==> src/rtl/seq_mult_8x8.sv <==
// seq_mult_8x8: sequential shift-and-add unsigned multiplier, WIDTH x WIDTH -> 2*WIDTH.
// Drives a 16-bit ripple adder every cycle and registers its sum into the accumulator.
// Optional build macro: SEQ_MULT_EARLY_EXIT_EN ends the RUN phase once the remaining
// multiplier bits are all zero. The result is the same; only the latency is shorter.

// 16-bit ripple-carry adder that the multiplier datapath feeds.
module _16bit_adder_structural (
  input  logic [15:0] a,
  input  logic [15:0] b,
  input  logic        cin,
  output logic [15:0] sum,
  output logic        cout
);

  // Carry ripples from bit 0 upward, one full-adder stage per bit.
  always_comb begin
    logic carry;
    carry = cin;
    sum   = '0;
    for (int unsigned i = 0; i < 16; i++) begin
      sum[i] = a[i] ^ b[i] ^ carry;
      carry  = (a[i] & b[i]) | (carry & (a[i] ^ b[i]));
    end
    cout = carry;
  end

endmodule

module seq_mult_8x8 #(
  parameter int unsigned WIDTH = 8
) (
  input  logic               clk,
  input  logic               rst,
  input  logic               start,
  input  logic [WIDTH-1:0]   a,
  input  logic [WIDTH-1:0]   b,
  output logic               busy,
  output logic               done,
  output logic [2*WIDTH-1:0] product
);

  typedef enum logic [1:0] {
    IDLE = 2'd0,
    RUN  = 2'd1,
    DONE = 2'd2
  } state_e;

  state_e             state_q,   state_d;
  logic [15:0]        mcand_q,   mcand_d;
  logic [15:0]        acc_q,     acc_d;
  logic [WIDTH-1:0]   mplr_q,    mplr_d;
  logic [2:0]         cnt_q,     cnt_d;
  logic [2*WIDTH-1:0] product_q, product_d;

  logic [15:0]        add_b;
  logic [15:0]        add_sum;
  logic               adder_cout_unused;
  logic [WIDTH-1:0]   mplr_shift;
  logic               last_step;

  // Add the shifted multiplicand only when the current multiplier bit is set.
  assign add_b = mplr_q[0] ? mcand_q : '0;

  _16bit_adder_structural u_adder (
    .a    (acc_q),
    .b    (add_b),
    .cin  (1'b0),
    .sum  (add_sum),
    .cout (adder_cout_unused)
  );

  assign product = product_q;

  // Next-state, datapath update and handshake outputs.
  always_comb begin
    state_d    = state_q;
    mcand_d    = mcand_q;
    acc_d      = acc_q;
    mplr_d     = mplr_q;
    cnt_d      = cnt_q;
    product_d  = product_q;
    busy       = 1'b0;
    done       = 1'b0;
    mplr_shift = mplr_q >> 1;
    last_step  = (cnt_q == 3'(WIDTH - 1));
`ifdef SEQ_MULT_EARLY_EXIT_EN
    // No set bits left after this step means every later addend would be zero.
    if (mplr_shift == '0) begin
      last_step = 1'b1;
    end
`endif

    case (state_q)
      IDLE: begin
        if (start) begin
          mcand_d = 16'(a);
          mplr_d  = b;
          acc_d   = '0;
          cnt_d   = '0;
          state_d = RUN;
        end
      end
      RUN: begin
        busy    = 1'b1;
        acc_d   = add_sum;
        mcand_d = mcand_q << 1;
        mplr_d  = mplr_shift;
        cnt_d   = cnt_q + 3'd1;
        if (last_step) begin
          product_d = add_sum[2*WIDTH-1:0];
          state_d   = DONE;
        end
      end
      DONE: begin
        busy    = 1'b1;
        done    = 1'b1;
        state_d = IDLE;
      end
      default: begin
        state_d = IDLE;
      end
    endcase
  end

  // State and datapath registers; reset discards any partial result.
  always_ff @(posedge clk) begin
    if (rst) begin
      state_q   <= IDLE;
      mcand_q   <= '0;
      acc_q     <= '0;
      mplr_q    <= '0;
      cnt_q     <= '0;
      product_q <= '0;
    end else begin
      state_q   <= state_d;
      mcand_q   <= mcand_d;
      acc_q     <= acc_d;
      mplr_q    <= mplr_d;
      cnt_q     <= cnt_d;
      product_q <= product_d;
    end
  end

endmodule

==> config.mk <==
export PLATFORM = sky130hd
export DESIGN_NAME = seq_mult_8x8
export DESIGN_NICKNAME = d
export VERILOG_FILES = /design/src/rtl/seq_mult_8x8.sv
export SDC_FILE = /design/constraint.sdc
export NUM_CORES = 1
export LEC_CHECK = 0
export BUFFER_PORTS_ARGS = -buffer_cell sky130_fd_sc_hd__buf_2
export CORE_UTILIZATION = 54
export CTS_BUF_LIST = sky130_fd_sc_hd__clkbuf_8
export CTS_CLUSTER_SIZE = 25
export DETAILED_ROUTE_END_ITERATION = 10
export GPL_ROUTABILITY_DRIVEN = 0
export MAX_ROUTING_LAYER = met4
export PLACE_DENSITY = 0.78
export SLEW_MARGIN = 10
export SYNTH_ARGS = -nofsm -noshare
export SYNTH_HDL_FRONTEND = slang
export SYNTH_SLANG_ARGS = --single-unit
==> constraint.sdc <==
create_clock -name clk -period 6.62 [get_ports clk]
set_input_delay 0.331 -clock clk [delete_from_list [all_inputs] [get_ports clk]]
set_output_delay 0.331 -clock clk [all_outputs]
set_load 0.01 [all_outputs]
==> impl_metrics.json, run 1 <==
{
  "status": "finished, final reports clean",
  "synth_area_leaders": "dfxtp_1 (41%), fa_1 (9.4%), a32oi_1 (7.3%)",
  "critPathArrivalTime_ps": 6700,
  "postRouteAntennaNets": 0,
  "hold_slack_ps": 298,
  "seqPwrFrac_pct": 48.9,
  "hp-class": "in2reg",
  "grt_pass1_wl_um": 9660,
  "finalSetupViolations": 0,
  "crit_chain": "and2_1, ha_1, inv_1, fa_1, fa_2, fa_1, fa_1, fa_2, fa_1, fa_1, fa_1, fa_2, fa_1, fa_1, fa_1, inv_1, fa_1, fa_1, and3b_2, o32a_1, a21oi_1",
  "ys_ff_latch": 61,
  "antenna_found_initial": 0,
  "power.leakage_nw": 1.30,
  "min_period_ps": 6440,
  "seq_area_sq_um": 1220,
  "post_cts_buffers": 0,
  "synth_largest_area_cell": "dfxtp_1",
  "critPathMaxStageDelay_ps": 410,
  "htree_levels": 3,
  "post-dp-hpwl_um": 3540,
  "startpoint": "mplr_q[0]",
  "grtUsageTotal_pct": 21.4,
  "r2r_start": "mplr_q[0]",
  "r2r-end": "acc_q[15]",
  "maxSlewViolCount": 0,
  "wirelength_um": 5670,
  "wl_per_cell_um": 13.8,
  "reg2reg_depth": 21,
  "clkTransAtPathRegs_ps": 60,
  "hold_viol": 0,
  "initial_core_util_pct": 57.5,
  "p_comb_share_pct": 12.1,
  "finish.utilization_pct": 63.7,
  "clockPowerShare_pct": 39.0,
  "fillers": 454,
  "grt_max_degree": 64,
  "min_from": "b[7]",
  "cts_resized": 0,
  "synth_common_cells": "dfxtp_1 (61), nor2_1 (53), inv_1 (30)",
  "place_area_sq_um": 3120,
  "path_class": "reg2reg",
  "cts_root_buf": "clkbuf_8",
  "rows": 26,
  "tns_ps": 0,
  "synth-main-ff-cell": "dfxtp_1",
  "yosysMostFrequentCell": "dfxtp_1",
  "port_buffers": 36,
  "core_sq_um": 5200,
  "p_int_mw": 0.587,
  "netlist.area_leader.share_pct": 40.8,
  "ios": 37,
  "fin_nets": 374,
  "syn_inst": 311,
  "first_iter_violations": 165,
  "finalInstanceArea_sq_um": 3320,
  "syn_nets": 350,
  "drt-vias-per-instance": 5.48,
  "fin_skew_ps": 4.94,
  "sw_frac_of_total_pct": 26.0,
  "holdBufCountCts": 0,
  "drc": 0,
  "end_kind": "register",
  "ys_seq_area_share_pct": 40.8,
  "async_reset_ff_share_pct": 0,
  "cp-endpoint": "acc_q[15]",
  "dieHeight_um": 76.4,
  "power_mw": 0.793,
  "grt_overflow_total": 0,
  "max_freq_ghz": 0.155,
  "worst_slew_pin_slew_ps": 1160,
  "cp.required_ps": 6880,
  "multi_input_comb_area_sq_um": 1500,
  "vias": 2247,
  "synth-edff-count": 0,
  "cts-buffers-inserted": 9,
  "cpMostUsedCell": "fa_1",
  "worstSkewPairLatency_ps": 330,
  "maxCapViolCount": 0,
  "avgSynthCellArea_sq_um": 9.62,
  "power_density_nw_per_um2": 239,
  "die_area_sq_um": 5840,
  "cts.path.max_buffers": 2,
  "startpoint_type": "register",
  "slew_headroom_pct": 22.9,
  "yosysUniqueCellTypes": 32,
  "cts_tree": "done",
  "crit_fanout": 4,
  "drive_gt1_share_pct": 20.9,
  "fin_crit_sh_pct": 97.3,
  "clkSinkCount": 61,
  "synth_area_sq_um": 2990,
  "diodes": 0,
  "die_w_um": 76.4,
  "ys.warnings.count": 0,
  "grt_pass1_vias": 2155,
  "cp_slowest_cell": "fa_1",
  "reg2reg_slack_ps": 180,
  "switchingPower_mw": 0.206,
  "area_growth_pct": 11.0,
  "dr.pass1.iters": 4,
  "ir_drop_uv": 171
}
## kinds of logic after synthesis
| logic type | count (synthesis) | share of synthesized area, % |
|---|---|---|
| simple gates | 91 | 12.8 |
| compound gates | 67 | 19.2 |
| flops | 61 | 40.8 |
| buf+inv | 56 | 9.29 |
| fa+ha+maj | 20 | 11.9 |
| mux | 16 | 5.94 |
## cell type report
type | instances | area share (%)
multi-input cells | 194 | 45.3
flip-flops and latches | 61 | 36.8
repair buffers | 39 | 6.11
clock buffers | 13 | 5.39
inverters | 30 | 3.39
well taps | 70 | 2.64
clock inverters | 3 | 0.339
## placed cells by master, fill, tap and decap left out, drive strengths merged, types with 2 or more instances in the layout
| cell | n |
|---|---|
| a211oi | 27 |
| a21oi | 9 |
| a32oi | 25 |
| and2 | 4 |
| buf | 39 |
| clkbuf | 13 |
| dfxtp | 61 |
| fa | 14 |
| ha | 6 |
| inv | 33 |
| mux2i | 15 |
| nand2 | 23 |
| nand2b | 3 |
| nand3b | 2 |
| nor2 | 53 |
## per-stage QoR
step                std cells  worst slack (ps)
floorplan                 311               103
global placement          394               226
CTS                       410              12.6
finish                    410               181
global route              410             -22.6
detailed placement        394              29.7
## routing by layer
layer / wire [um] / track usage (%)
met1: 2600 / 25.5
met2: 2790 / 35.1
met3: 227 / 5.87
met4: 53 / 6.92
met5: 0 / -
## worst max-delay path, delay by kind of cell (launching register included)
| family | cells | cell delay [ps] |
|---|---|---|
| DFF | 1 | 340 |
| buffers and inverters | 2 | 120 |
| AOI/OAI and AO/OA | 2 | 440 |
| and+or+nand+nor | 2 | 370 |
| adders and majority gates | 15 | 5080 |
## power by group through the flow
stage	registers, mW	logic [mW]	clock network [mW]
after floorplan	0.394	0.0844	0
after global placement	0.396	0.0932	0
after detailed placement	0.396	0.0957	0
after CTS	0.388	0.0960	0.316
after global routing	0.389	0.106	0.333
final	0.388	0.0963	0.309
## worst min path at each step
stage,cells past startpoint,to,slack [ps]
floorplan,2,mplr_q[7],440
global placement,2,product[0],440
detailed placement,2,product[0],440
CTS,3,mplr_q[7],290
global route,3,mplr_q[7],290
finish,3,mplr_q[7],300
## state kept, by name, indices dropped and copies added (netlist names)
| signal | cells |
|---|---|
| mcand_q | 16 |
| acc_q | 16 |
| state_q | 2 |
| mplr_q | 8 |
| product | 16 |
| cnt_q | 3 |
Note: power is estimated with default switching activity, not from simulation.
==> inputs of run 2 (changes only) <==
--- a/config.mk
+++ b/config.mk
@@ -8,3 +8,3 @@
 export BUFFER_PORTS_ARGS = -buffer_cell sky130_fd_sc_hd__buf_2
-export CORE_UTILIZATION = 54
+export CORE_UTILIZATION = 28
 export CTS_BUF_LIST = sky130_fd_sc_hd__clkbuf_8
@@ -14,3 +14,2 @@
 export MAX_ROUTING_LAYER = met4
-export PLACE_DENSITY = 0.78
 export SLEW_MARGIN = 10
--- a/constraint.sdc
+++ b/constraint.sdc
@@ -3,2 +3,2 @@
 set_output_delay 0.331 -clock clk [all_outputs]
-set_load 0.01 [all_outputs]
+set_load 0.02 [all_outputs]
==> impl_metrics.json, run 2 (synthesis gave the netlist of run 1 again) <==
{
  "place_area_sq_um": 3210,
  "crit_chain": "and2_1, ha_1, inv_1, fa_2, fa_2, fa_1, fa_2, fa_2, fa_1, fa_1, fa_1, fa_1, fa_1, fa_1, fa_1, inv_1, fa_1, fa_1, and3b_1, o32a_1, a21oi_1",
  "finalSetupViolations": 0,
  "drt-vias-per-instance": 4.70,
  "slew_headroom_pct": 22.4,
  "hold_slack_ps": 283,
  "vias": 2240,
  "grt_pass1_wl_um": 10400,
  "cts_root_buf": "clkbuf_8",
  "end_kind": "register",
  "first_iter_violations": 118,
  "grt_setup_unrepaired": "no",
  "cts.path.max_buffers": 2,
  "seq_area_sq_um": 1220,
  "grt_max_degree": 64,
  "startpoint_type": "register",
  "fin_nets": 375,
  "cts_tree": "done",
  "clkSinkCount": 61,
  "htree_levels": 3,
  "worstSkewPairLatency_ps": 340,
  "grt_pass1_vias": 2255,
  "cts-buffers-inserted": 9,
  "worst-path-buf-inv": 2,
  "area_growth_pct": 14.1,
  "fillers": 1077,
  "cpMostUsedCell": "fa_1",
  "diodes": 0,
  "final_cell_mix": "dfxtp_1 (60), nor2_1 (53), buf_2 (36), inv_1 (31), a32oi_1 (25)",
  "rows": 37,
  "cp.required_ps": 6890,
  "fin_crit_sh_pct": 95.0,
  "tns_ps": 0,
  "path_class": "reg2reg",
  "initial_core_util_pct": 29.0,
  "holdBufCountCts": 0,
  "dieHeight_um": 105,
  "drc": 0,
  "critPathMaxStageDelay_ps": 390,
  "worst_slew_pin_slew_ps": 1160,
  "power_density_nw_per_um2": 236,
  "min_period_ps": 6290,
  "port_buffers": 36,
  "finalInstanceArea_sq_um": 3410,
  "crit_fanout": 4,
  "max_freq_ghz": 0.159,
  "cp_slowest_cell": "fa_1",
  "ir_drop_uv": 71.1,
  "hold_viol": 0,
  "core_sq_um": 10300,
  "postRouteAntennaNets": 0,
  "antenna_found_initial": 0,
  "maxCapViolCount": 0,
  "drive_gt1_share_pct": 21.7,
  "die_area_sq_um": 11100,
  "grtUsageTotal_pct": 12.1,
  "grt_overflow_total": 0,
  "dr.pass1.iters": 4,
  "fin_skew_ps": 7.22,
  "power.leakage_nw": 1.31,
  "post-dp-hpwl_um": 3780,
  "final_common_cell": "dfxtp_1",
  "status": "finished, final reports clean",
  "hp-class": "in2reg",
  "clkTransAtPathRegs_ps": 60,
  "maxSlewViolCount": 0,
  "die_w_um": 105,
  "cp_top_family": "adder cells",
  "finish.utilization_pct": 33.0,
  "multi_input_comb_area_sq_um": 1500,
  "wl_per_cell_um": 12.4,
  "ios": 37,
  "wirelength_um": 5930,
  "critPathArrivalTime_ps": 6560
}
run 2: report_power, final:
part           total [mW]  internal (mW)  switching (mW)
clock network       0.320          0.180           0.141
registers           0.388          0.380         0.00808
logic              0.0975         0.0340          0.0634
total               0.806          0.594           0.212
run 2: timing repair:
item | CTS | global route
setup endpoints to repair | 0 | 4
buffers inserted | 0 | 0
gates resized for setup | 0 | 5
run 2: area by class of cell:
type	count	area share, %
clock buffers	10	4.04
clock inverters	6	1.58
inverters	30	3.30
multi-input cells	194	44.1
flip-flops and latches	61	35.8
well taps	136	4.99
repair buffers	40	6.16
run 2: through the flow:
stage          instances  power, mW  worst slack, ps
6_report             477      0.806              329
5_1_grt              477      0.843             2.06
4_1_cts              477      0.817              102
3_5_place_dp         461      0.494              120
3_3_place_gp         461      0.491              183
2_1_floorplan        311      0.479              103
run 2: worst register-to-register path: cells and delay by family, from the launching register on:
family	cells	cell delay, ps
adders and majority gates	15	4920
buffers and inverters	2	120
and+or+nand+nor	2	350
AOI/OAI and AO/OA	2	460
DFF	1	350
run 2: routing by layer:
layer / vias up / wire length (um) / GRT usage [%]
li1: 1117 / - / -
met1: 1080 / 2880 / 14.2
met2: 33 / 2730 / 19.4
met3: 10 / 221 / 3.09
met4: 0 / 102 / 5.43
met5: - / 0 / -
run 2: final timing paths:
kind | from | end | slack, ps | cells after the start
setup / recovery | mcand_q[0] | acc_q[15] | 330 | 21
hold / removal | b[7] | mplr_q[7] | 280 | 3
setup reg to reg | mcand_q[0] | acc_q[15] | 330 | 21
hold reg to reg | product[13] | product[13] | 450 | 2
==> inputs of run 3 (changes only) <==
CORE_UTILIZATION = 30   (was 28)
CTS_CLUSTER_DIAMETER = 100   (was unset)
==> impl_metrics.json, run 3 (synthesis gave the netlist of run 1 again) <==
{
  "post_cts_buffers": 0,
  "cts.path.max_buffers": 2,
  "startpoint": "mcand_q[0]",
  "maxCapViolCount": 0,
  "grt_max_degree": 64,
  "htree_levels": 3,
  "slew_headroom_pct": 24.7,
  "cts_root_buf": "clkbuf_8",
  "clkSinkCount": 61,
  "grt_setup_unrepaired": "no",
  "ios": 37,
  "min_from": "b[7]",
  "die_w_um": 102,
  "cts-buffers-inserted": 9,
  "dieHeight_um": 102,
  "clockPowerShare_pct": 43.6,
  "critPathArrivalTime_ps": 6570,
  "dr.pass1.iters": 4,
  "holdBufCountCts": 0,
  "area_growth_pct": 15.1,
  "post-dp-hpwl_um": 3820,
  "clkTransAtPathRegs_ps": 60,
  "drive_gt1_share_pct": 22.0,
  "p_int_mw": 0.644,
  "antenna_found_initial": 0,
  "p_comb_share_pct": 11.3,
  "r2r_start": "mcand_q[0]",
  "sw_frac_of_total_pct": 25.2,
  "place_area_sq_um": 3200,
  "core_sq_um": 9730,
  "vias": 2242,
  "fin_skew_ps": 6.83,
  "tns_ps": 0,
  "seqPwrFrac_pct": 45.1,
  "initial_core_util_pct": 30.7,
  "drc": 0,
  "max_freq_ghz": 0.159,
  "grt_pass1_wl_um": 10200,
  "final_cell_mix": "dfxtp_1 (60), nor2_1 (53), buf_2 (36), inv_1 (31), a32oi_1 (25)",
  "hp-class": "in2reg",
  "crit_fanout": 4,
  "status": "finished, final reports clean",
  "port_buffers": 36,
  "worstSkewPairLatency_ps": 340,
  "final_common_cell": "dfxtp_1",
  "hold_depth": 3,
  "fin_crit_sh_pct": 95.2,
  "postRouteAntennaNets": 0,
  "power.leakage_nw": 1.32,
  "cts_resized": 0,
  "maxSlewViolCount": 0,
  "finalInstanceArea_sq_um": 3440,
  "drt-vias-per-instance": 4.73,
  "rows": 36,
  "reg2reg_depth": 21,
  "switchingPower_mw": 0.217,
  "finalSetupViolations": 0,
  "ir_drop_uv": 90.7,
  "end_kind": "register",
  "critPathMaxStageDelay_ps": 390,
  "wirelength_um": 6020,
  "wl_per_cell_um": 12.7,
  "worst_slew_pin_slew_ps": 1130,
  "grt_overflow_total": 0,
  "hold_viol": 0,
  "grt_pass1_vias": 2159,
  "cp.required_ps": 6890,
  "cp_slowest_cell": "fa_1",
  "power_density_nw_per_um2": 250,
  "startpoint_type": "register",
  "min_period_ps": 6300,
  "cts_tree": "done",
  "fin_nets": 375,
  "cpMostUsedCell": "fa_1",
  "first_iter_violations": 150,
  "grtUsageTotal_pct": 13.3,
  "path_class": "reg2reg",
  "diodes": 0,
  "die_area_sq_um": 10400,
  "crit_chain": "and2_1, ha_1, inv_1, fa_1, fa_2, fa_1, fa_2, fa_2, fa_2, fa_1, fa_1, fa_1, fa_1, fa_2, fa_1, inv_1, fa_1, fa_1, and3b_1, o32a_1, a21oi_1"
}
[run 3: final timing paths]
kind | end | slack (ps)
worst max register to register | acc_q[15] | 320
worst min-delay path | mplr_q[7] | 290
worst min register to register | product[13] | 460
worst max-delay path | acc_q[15] | 320
[run 3: cell type report]
cell class	instances	area (sq um)
clock buffers	11	151
clock inverters	5	73.8
fillers	1040	6290
inverters	30	113
multi-input cells	194	1510
flip-flops and latches	61	1220
well taps	133	166
repair buffers	40	210
[run 3: critical path: cells and delay by family (launching register included)]
family / cells / cell delay (ps)
adders and majority gates: 15 / 4930
AOI/OAI and AO/OA: 2 / 470
DFF: 1 / 350
and+or+nand+nor: 2 / 350
buffers and inverters: 2 / 120
[run 3: routing by layer]
layer  up-vias  GRT usage [%]  wire length (um)
li1       1122              -                 -
met1      1073           16.5              2890
met2        38           20.5              2780
met3         9           3.49               219
met4         0           5.93               118
met5         -              -                 0
[run 3: per-stage QoR]
step / total power, mW / instances / hold slack (ps) / setup slack, ps / util (%)
global placement: 0.491 / 458 / 454 / 189 / 32.9
global route: 0.895 / 474 / 305 / 41.9 / 35.4
detailed placement: 0.494 / 458 / 456 / 73.7 / 32.9
floorplan: 0.479 / 311 / 436 / 103 / -
CTS: 0.869 / 474 / 282 / 33.3 / 35.2
finish: 0.861 / 474 / 288 / 316 / 35.4
[run 3: power groups by stage]
stage	clock (mW)	combinational, mW	sequential [mW]
after floorplan	0	0.0850	0.394
after global placement	0	0.0955	0.396
after detailed placement	0	0.0976	0.397
after CTS	0.383	0.0979	0.388
after global routing	0.397	0.108	0.390
final	0.376	0.0973	0.388
